--- src/rtl/keypad_operand_entry_pkg.sv ---
// Shared types and constants for the keypad operand entry path feeding the divider.
package divider_ui_pkg;

  typedef logic [3:0] key_code_t;

  typedef enum logic [1:0] {
    NONE  = 2'd0,
    KEY   = 2'd1,
    MULTI = 2'd2
  } frame_res_e;

  typedef enum logic {
    RELEASED = 1'b0,
    PRESSED  = 1'b1
  } deb_state_e;

  typedef struct packed {
    logic [7:0] dividend;
    logic [7:0] divisor;
  } operands_t;

  // Active-low column strobe for column index 0..3
  localparam logic [3:0] COL_STROBE [4] = '{4'b0111, 4'b1011, 4'b1101, 4'b1110};

  function automatic key_code_t key_code_of(input logic [1:0] row, input logic [1:0] col);
    return {row, col};
  endfunction

endpackage

--- src/rtl/keypad_operand_entry_if.sv ---
// Operand-side bus from keypad entry to the divider core.
interface keypad_operand_entry_if;
  import divider_ui_pkg::*;

  logic       key_valid;
  key_code_t  key_code;
  logic [1:0] entry_digits;
  logic [7:0] dividend;
  logic [7:0] divisor;
  logic       start;

  modport master (output key_valid, key_code, entry_digits, dividend, divisor, start);
  modport slave  (input  key_valid, key_code, entry_digits, dividend, divisor, start);

endinterface

--- src/rtl/keypad_operand_entry_scanner.sv ---
// 4x4 keypad column scanner with row synchronizer, per-frame decode and press/release debounce.
module keypad_scanner
  import divider_ui_pkg::*;
#(
  parameter int unsigned SCAN_DIV       = 2**18,
  parameter int unsigned DEBOUNCE_SCANS = 4
) (
  input  logic       clk,
  input  logic       rst_n,
  input  logic [3:0] i_row_n,
  output logic [3:0] o_col_n,
  output logic       o_key_valid,
  output key_code_t  o_key_code,
  output logic       o_accept_c,
  output key_code_t  o_accept_code_c
);

  localparam int unsigned     CNT_W     = $clog2(SCAN_DIV);
  localparam int unsigned     DB_W      = $clog2(DEBOUNCE_SCANS + 1);
  localparam logic [CNT_W-1:0] CNT_LAST = CNT_W'(SCAN_DIV - 1);
  localparam logic [DB_W-1:0]  DB_TARGET = DB_W'(DEBOUNCE_SCANS);

  logic [CNT_W-1:0] r_scan_cnt;
  logic [1:0]       r_col;
  logic [3:0]       r_col_n;
  logic [3:0]       r_row_meta;
  logic [3:0]       r_row_sync;
  logic [1:0]       r_frame_lows;
  key_code_t        r_frame_code;
  frame_res_e       r_prev_res;
  key_code_t        r_prev_code;
  logic [DB_W-1:0]  r_stable_cnt;
  deb_state_e       r_state;
  logic             r_key_valid;
  key_code_t        r_key_code;

  deb_state_e       w_state_next;
  logic             w_sample;
  logic             w_frame_end;
  logic [1:0]       w_col_next;
  logic [2:0]       w_col_lows;
  logic [1:0]       w_col_row;
  logic [2:0]       w_lows_sum;
  logic [1:0]       w_tot_lows;
  key_code_t        w_tot_code;
  frame_res_e       w_norm_res;
  key_code_t        w_norm_code;
  logic             w_same;
  logic [DB_W-1:0]  w_cnt_next;
  logic             w_stable;
  logic             w_accept;

  assign w_sample    = (r_scan_cnt == CNT_LAST);
  assign w_frame_end = w_sample && (r_col == 2'd3);
  assign w_col_next  = r_col + 2'd1;

  // Column timing; rows are sampled only on the last cycle of each column period
  always_ff @(posedge clk or negedge rst_n) begin
    if (!rst_n) begin
      r_scan_cnt <= '0;
      r_col      <= '0;
      r_col_n    <= COL_STROBE[0];
    end else if (w_sample) begin
      r_scan_cnt <= '0;
      r_col      <= w_col_next;
      r_col_n    <= COL_STROBE[w_col_next];
    end else begin
      r_scan_cnt <= r_scan_cnt + CNT_W'(1);
    end
  end

  always_ff @(posedge clk or negedge rst_n) begin
    if (!rst_n) begin
      r_row_meta <= 4'hF;
      r_row_sync <= 4'hF;
    end else begin
      r_row_meta <= i_row_n;
      r_row_sync <= r_row_meta;
    end
  end

  // Low rows in the active column; row r is on i_row_n[3-r]
  always_comb begin
    w_col_lows = '0;
    w_col_row  = '0;
    for (int r = 0; r < 4; r++) begin
      if (!r_row_sync[2'(3 - r)]) begin
        w_col_lows = w_col_lows + 3'd1;
        w_col_row  = 2'(r);
      end
    end
  end

  always_comb begin
    w_lows_sum  = {1'b0, r_frame_lows} + w_col_lows;
    w_tot_lows  = (w_lows_sum >= 3'd2) ? 2'd2 : w_lows_sum[1:0];
    w_tot_code  = (w_col_lows == 3'd1) ? key_code_of(w_col_row, r_col) : r_frame_code;
    // MULTI behaves exactly like NONE for debouncing
    w_norm_res  = (w_tot_lows == 2'd1) ? KEY : NONE;
    w_norm_code = (w_tot_lows == 2'd1) ? w_tot_code : '0;
    w_same      = (w_norm_res == r_prev_res) && (w_norm_code == r_prev_code);
    if (!w_same) begin
      w_cnt_next = DB_W'(1);
    end else if (r_stable_cnt < DB_TARGET) begin
      w_cnt_next = r_stable_cnt + DB_W'(1);
    end else begin
      w_cnt_next = r_stable_cnt;
    end
    w_stable = (w_cnt_next >= DB_TARGET);
  end

  always_ff @(posedge clk or negedge rst_n) begin
    if (!rst_n) begin
      r_frame_lows <= '0;
      r_frame_code <= '0;
      r_prev_res   <= NONE;
      r_prev_code  <= '0;
      r_stable_cnt <= '0;
    end else if (w_frame_end) begin
      r_frame_lows <= '0;
      r_frame_code <= '0;
      r_prev_res   <= w_norm_res;
      r_prev_code  <= w_norm_code;
      r_stable_cnt <= w_cnt_next;
    end else if (w_sample) begin
      r_frame_lows <= w_tot_lows;
      r_frame_code <= w_tot_code;
    end
  end

  always_ff @(posedge clk or negedge rst_n) begin
    if (!rst_n) begin
      r_state <= RELEASED;
    end else begin
      r_state <= w_state_next;
    end
  end

  // Debounce decisions happen once per frame, at the column 3 -> 0 boundary
  always_comb begin
    w_state_next = r_state;
    w_accept     = 1'b0;
    if (w_frame_end) begin
      case (r_state)
        RELEASED: begin
          if ((w_norm_res == KEY) && w_stable) begin
            w_state_next = PRESSED;
            w_accept     = 1'b1;
          end
        end
        PRESSED: begin
          if ((w_norm_res == NONE) && w_stable) begin
            w_state_next = RELEASED;
          end
        end
        default: w_state_next = RELEASED;
      endcase
    end
  end

  always_ff @(posedge clk or negedge rst_n) begin
    if (!rst_n) begin
      r_key_valid <= 1'b0;
      r_key_code  <= '0;
    end else begin
      r_key_valid <= w_accept;
      if (w_accept) begin
        r_key_code <= w_norm_code;
      end
    end
  end

  assign o_col_n         = r_col_n;
  assign o_key_valid     = r_key_valid;
  assign o_key_code      = r_key_code;
  assign o_accept_c      = w_accept;
  assign o_accept_code_c = w_norm_code;

endmodule

--- src/rtl/keypad_operand_entry.sv ---
// Keypad-to-divider operand entry: four accepted hex digits form dividend:divisor, then start.
module keypad_operand_entry
  import divider_ui_pkg::*;
#(
  parameter int unsigned SCAN_DIV       = 2**18,
  parameter int unsigned DEBOUNCE_SCANS = 4
) (
  input  logic                   clock_100Mhz,
  input  logic                   reset_n,
  output logic [3:0]             Col_Activate,
  input  logic [3:0]             Row_in,
  keypad_operand_entry_if.master op_if
);

  logic       w_key_valid;
  key_code_t  w_key_code;
  logic       w_accept;
  key_code_t  w_accept_code;
  logic [15:0] w_sr_next;

  logic [15:0] r_sr;
  logic [1:0]  r_digits;
  operands_t   r_ops;
  logic        r_start;

  keypad_scanner #(
    .SCAN_DIV       (SCAN_DIV),
    .DEBOUNCE_SCANS (DEBOUNCE_SCANS)
  ) u_scanner (
    .clk             (clock_100Mhz),
    .rst_n           (reset_n),
    .i_row_n         (Row_in),
    .o_col_n         (Col_Activate),
    .o_key_valid     (w_key_valid),
    .o_key_code      (w_key_code),
    .o_accept_c      (w_accept),
    .o_accept_code_c (w_accept_code)
  );

  assign w_sr_next = {r_sr[11:0], w_accept_code};

  // Acts on the scanner's accept strobe so start/operands line up with key_valid
  always_ff @(posedge clock_100Mhz or negedge reset_n) begin
    if (!reset_n) begin
      r_sr     <= '0;
      r_digits <= '0;
      r_ops    <= '0;
      r_start  <= 1'b0;
    end else begin
      r_start <= 1'b0;
      if (w_accept) begin
        r_sr     <= w_sr_next;
        r_digits <= r_digits + 2'd1;
        if (r_digits == 2'd3) begin
          r_ops.dividend <= w_sr_next[15:8];
          r_ops.divisor  <= w_sr_next[7:0];
          r_start        <= 1'b1;
        end
      end
    end
  end

  assign op_if.key_valid    = w_key_valid;
  assign op_if.key_code     = w_key_code;
  assign op_if.entry_digits = r_digits;
  assign op_if.dividend     = r_ops.dividend;
  assign op_if.divisor      = r_ops.divisor;
  assign op_if.start        = r_start;

endmodule

--- src/flat_wrapper.sv ---
// flat-port wrapper written by rule: the top's interface ports become plain ports
module keypad_operand_entry_flat import divider_ui_pkg::*;
#(
  parameter int unsigned SCAN_DIV       = 2**18,
  parameter int unsigned DEBOUNCE_SCANS = 4
)
  (clock_100Mhz, reset_n, Col_Activate, Row_in, op_if_key_valid, op_if_key_code, op_if_entry_digits, op_if_dividend, op_if_divisor, op_if_start);
  keypad_operand_entry_if op_if_i ();
  input  logic clock_100Mhz;
  input  logic reset_n;
  output logic [3:0] Col_Activate;
  input  logic [3:0] Row_in;
  output wire logic [$bits(op_if_i.key_valid)-1:0] op_if_key_valid;
  output wire logic [$bits(op_if_i.key_code)-1:0] op_if_key_code;
  output wire logic [$bits(op_if_i.entry_digits)-1:0] op_if_entry_digits;
  output wire logic [$bits(op_if_i.dividend)-1:0] op_if_dividend;
  output wire logic [$bits(op_if_i.divisor)-1:0] op_if_divisor;
  output wire logic [$bits(op_if_i.start)-1:0] op_if_start;
  assign op_if_key_valid = op_if_i.key_valid;
  assign op_if_key_code = op_if_i.key_code;
  assign op_if_entry_digits = op_if_i.entry_digits;
  assign op_if_dividend = op_if_i.dividend;
  assign op_if_divisor = op_if_i.divisor;
  assign op_if_start = op_if_i.start;
  keypad_operand_entry #(.SCAN_DIV(SCAN_DIV), .DEBOUNCE_SCANS(DEBOUNCE_SCANS)) u_core (.clock_100Mhz(clock_100Mhz), .reset_n(reset_n), .Col_Activate(Col_Activate), .Row_in(Row_in), .op_if(op_if_i));
endmodule
--- config.mk ---
export PLATFORM = sky130hd
export DESIGN_NAME = keypad_operand_entry_flat
export DESIGN_NICKNAME = d
export VERILOG_FILES = /design/src/rtl/keypad_operand_entry_pkg.sv /design/src/rtl/keypad_operand_entry_if.sv /design/src/rtl/keypad_operand_entry_scanner.sv /design/src/rtl/keypad_operand_entry.sv /design/src/flat_wrapper.sv
export SDC_FILE = /design/constraint.sdc
export NUM_CORES = 1
export LEC_CHECK = 0
export ABC_AREA = 1
export CORE_ASPECT_RATIO = 1.25
export CORE_MARGIN = 5
export CORE_UTILIZATION = 25
export CTS_CLUSTER_DIAMETER = 40
export DETAILED_ROUTE_END_ITERATION = 16
export HOLD_SLACK_MARGIN = 0.02
export PLACE_DENSITY = 0.44
export SYNTH_ARGS = -nofsm -noshare
export SYNTH_HDL_FRONTEND = slang
export SYNTH_HIERARCHICAL = 1
export SYNTH_SLANG_ARGS = --single-unit
--- constraint.sdc ---
create_clock -name clock_100Mhz -period 2.3 [get_ports clock_100Mhz]
set_input_delay 0.46 -clock clock_100Mhz [delete_from_list [all_inputs] [get_ports clock_100Mhz]]
set_output_delay 0.46 -clock clock_100Mhz [all_outputs]
set_load 0.1 [all_outputs]
==> impl_metrics.env <==
export IMPL_status="finished clean"
export IMPL_ys_types=29
export IMPL_fmax_mhz=635.6
export IMPL_rsz0062_at_grt="no"
export IMPL_ys_warn_count=6
export IMPL_postSynthCellCount=298
export IMPL_grt_pass1_vias=1928
export IMPL_n_antenna_cell=0
export IMPL_ys_ff_latch=55
export IMPL_worstPathRequired_ns=1.84
export IMPL_drt_initial_drc_count=79
export IMPL_end_kind="output port"
export IMPL_grt_max_degree=56
export IMPL_dp_hpwl_mm=3.468
export IMPL_coreArea_mm2=0.01051
export IMPL_globalplace_congestion=0.7506
export IMPL_timing_hold_ws_ns=0.1692
export IMPL_clkSlewWorstSetupHoldPaths_ns=0.07
export IMPL_rows=42
export IMPL_setup_violations=0
export IMPL_worst_endpoint_arrival_ns=1.11
export IMPL_dieWidth_um=102.2
export IMPL_h_tree_depth=2
export IMPL_synthArstFlopShare_pct=100.0
export IMPL_clock_skew_final_ns=0.004389
export IMPL_cts_setup_buffers=0
export IMPL_ir_drop_mv=0.8089
export IMPL_hold_viol_final=0
export IMPL_ios=34
export IMPL_cts_tree="built"
export IMPL_final_cell_mix="nand2_1 (105), dfrtp_1 (52), nand3_1 (27), inv_1 (26), buf_4 (23)"
export IMPL_postRouteAntennaNets=0
export IMPL_crit_path_cell_trace="buf_4"
export IMPL_fin_setup_tns_ns=0
export IMPL_powerDensity_mw_per_mm2=1165
export IMPL_wl_per_cell_um=10.96
export IMPL_initial_core_util_pct=25.26
export IMPL_grt_pass1_wl_mm=8.935
export IMPL_syn_avg_cell_area_um2=8.910
export IMPL_grt_antenna_before_repair=0
export IMPL_cts_buffer_depth=2
export IMPL_cpPeakStageDelay_ns=0.53
export IMPL_critPathLaunchType="flop"
export IMPL_area_growth_pct=13.90
export IMPL_via_per_inst=3.987
export IMPL_fin_crit_ns=1.573
export IMPL_synthFlopType="dfrtp_1"
export IMPL_synthTopCellsByArea="dfrtp_1 (49%), nand2_1 (15%), nand3_1 (5.1%)"
export IMPL_grt_ovfl_total=0
export IMPL_cp_max_fo=2
export IMPL_io_buffers=24
export IMPL_netlist_area_leader_share_pct=49.01
export IMPL_cts_hold_buf=0
export IMPL_via_count=1810
export IMPL_synth_edf_count=0
export IMPL_drive_gt1_share_pct=16.46
export IMPL_cts_buffers=5
export IMPL_cp_num_buf_inv=1
export IMPL_die_area_mm2=0.01279
export IMPL_min_path_type="in -> async"
export IMPL_final_common_cell="nand2_1"
export IMPL_die_y_um=125.2
export IMPL_route_detailed_drc=0
export IMPL_crit_path_top_delay_cell="dfstp_2"
export IMPL_cts_resized=0
export IMPL_cts_sinks=55
export IMPL_dr_pass1_iters=4
export IMPL_tightest_slew_ns=0.8150
export IMPL_routed_wl_mm=4.978
export IMPL_synth_top_area_cell="dfrtp_1"
export IMPL_critical_path_class="reg -> out"
export IMPL_slew_limit_headroom_pct=45.67
export IMPL_crit_family="flip-flops"
export IMPL_max_cap_violations=0
export IMPL_yosysSeqAreaShare_pct=51.98
export IMPL_nets=333
export IMPL_grt_use_total_pct=8.599
export IMPL_p_leak_nw=1.555
export IMPL_clockRootBuffer="clkbuf_16"
export IMPL_fin_crit_sh_pct=68.41
export IMPL_clk_latency_ns=0.29
export IMPL_synth_area_mm2=0.002655
export IMPL_slew_viol_final=0
-- report_power, final --
group / switching (W) / internal, W
sequential: 0.000102 / 0.00113
combinational: 0.00129 / 0.000266
clock: 0.000327 / 0.000406
-- layout make-up --
class	instances	area [um^2]
Inverter	28	110.1
Sequential cell	55	1380
Multi-Input combinational cell	206	1035
Fill cell	1182	7486
Tap cell	132	165.2
Timing Repair Buffer	25	197.7
Clock buffer	8	136.4
-- synthesized netlist by cell type (2+ instances only) --
cell type / count
inv_1: 26
dfstp_2: 3
nor3_1: 4
xor2_1: 9
a21oi_1: 2
ha_1: 6
xnor2_1: 2
nand3_1: 27
nor2_1: 18
nand2_2: 6
nor2_2: 5
buf_6: 4
nor2_4: 3
buf_4: 12
nand2_1: 105
nand4_1: 2
dfrtp_1: 52
-- through the flow --
step                      utilization (%)  worst slack, ns  cells  total power [W]  area (um^2)
final                               28.77           0.7267    454         0.003524         3024
after global routing                28.77           0.6228    454         0.003691         3024
after CTS                           28.77           0.6989    454         0.003576         3024
after detailed placement            27.48           0.7461    446         0.002817         2888
after global placement              27.48           0.7462    446         0.002809         2888
after floorplan                         -           0.9096    307         0.002530         2689
-- per-layer routing --
metal  global-route usage (%)  vias to the layer above  share of wire (%)
met5                        0                        -                  0
met3                    1.671                        8                2.5
met4                    3.707                        0                1.9
met2                    15.23                       22                 51
met1                    9.843                      841                 45
li1                         -                      939                  -
-- state kept, by name, summed over array words and instances (netlist names) --
name / flops
u_core/r_sr: 12
u_core/op_if.divisor: 8
u_core/u_scanner/o_col_n: 4
u_core/u_scanner/r_scan_cnt: 18
u_core/u_scanner/r_col: 2
u_core/op_if.entry_digits: 2
u_core/op_if.start: 1
u_core/op_if.dividend: 8
-- worst paths after layout --
| check | startpoint | end | slack (ns) | depth (start not counted) |
|---|---|---|---|---|
| worst min-delay path | reset_n | u_core/u_scanner/r_scan_cnt[4] | 0.17 | 2 |
| worst min register to register | u_core/u_scanner/o_col_n[0] | u_core/u_scanner/o_col_n[0] | 0.47 | 2 |
| worst max register to register | u_core/u_scanner/r_scan_cnt[0] | u_core/u_scanner/r_scan_cnt[9] | 0.74 | 8 |
| worst max-delay path | u_core/u_scanner/o_col_n[0] | Col_Activate[0] | 0.73 | 1 |
| min in group clock_100Mhz | u_core/u_scanner/o_col_n[0] | u_core/u_scanner/o_col_n[0] | 0.47 | 2 |
| max in group asynchronous | reset_n | u_core/u_scanner/o_col_n[1] | 1.84 | 2 |
-- worst register-to-register path: cells and delay by family, from the launching register on --
kind          cells  cell delay [ns]
simple gates      6             0.69
flops             1             0.41
fa+ha+maj         1             0.22
buf+inv           1             0.13
-- cell families (layout without fill, tap and decap cells) --
| group | after synthesis | in the layout | synth area share (%) |
|---|---|---|---|
| xor gates and xnor gates | 11 | 11 | 3.629 |
| adders and majority gates | 6 | 6 | 2.827 |
| DFF | 55 | 55 | 51.98 |
| and+or+nand+nor | 176 | 176 | 30.54 |
| AOI/OAI and AO/OA | 3 | 3 | 0.5653 |
| other | 1 | 10 | 0.1412 |
| buffers and inverters | 46 | 61 | 10.32 |
No activity file was read; power rests on OpenSTA's default activity.
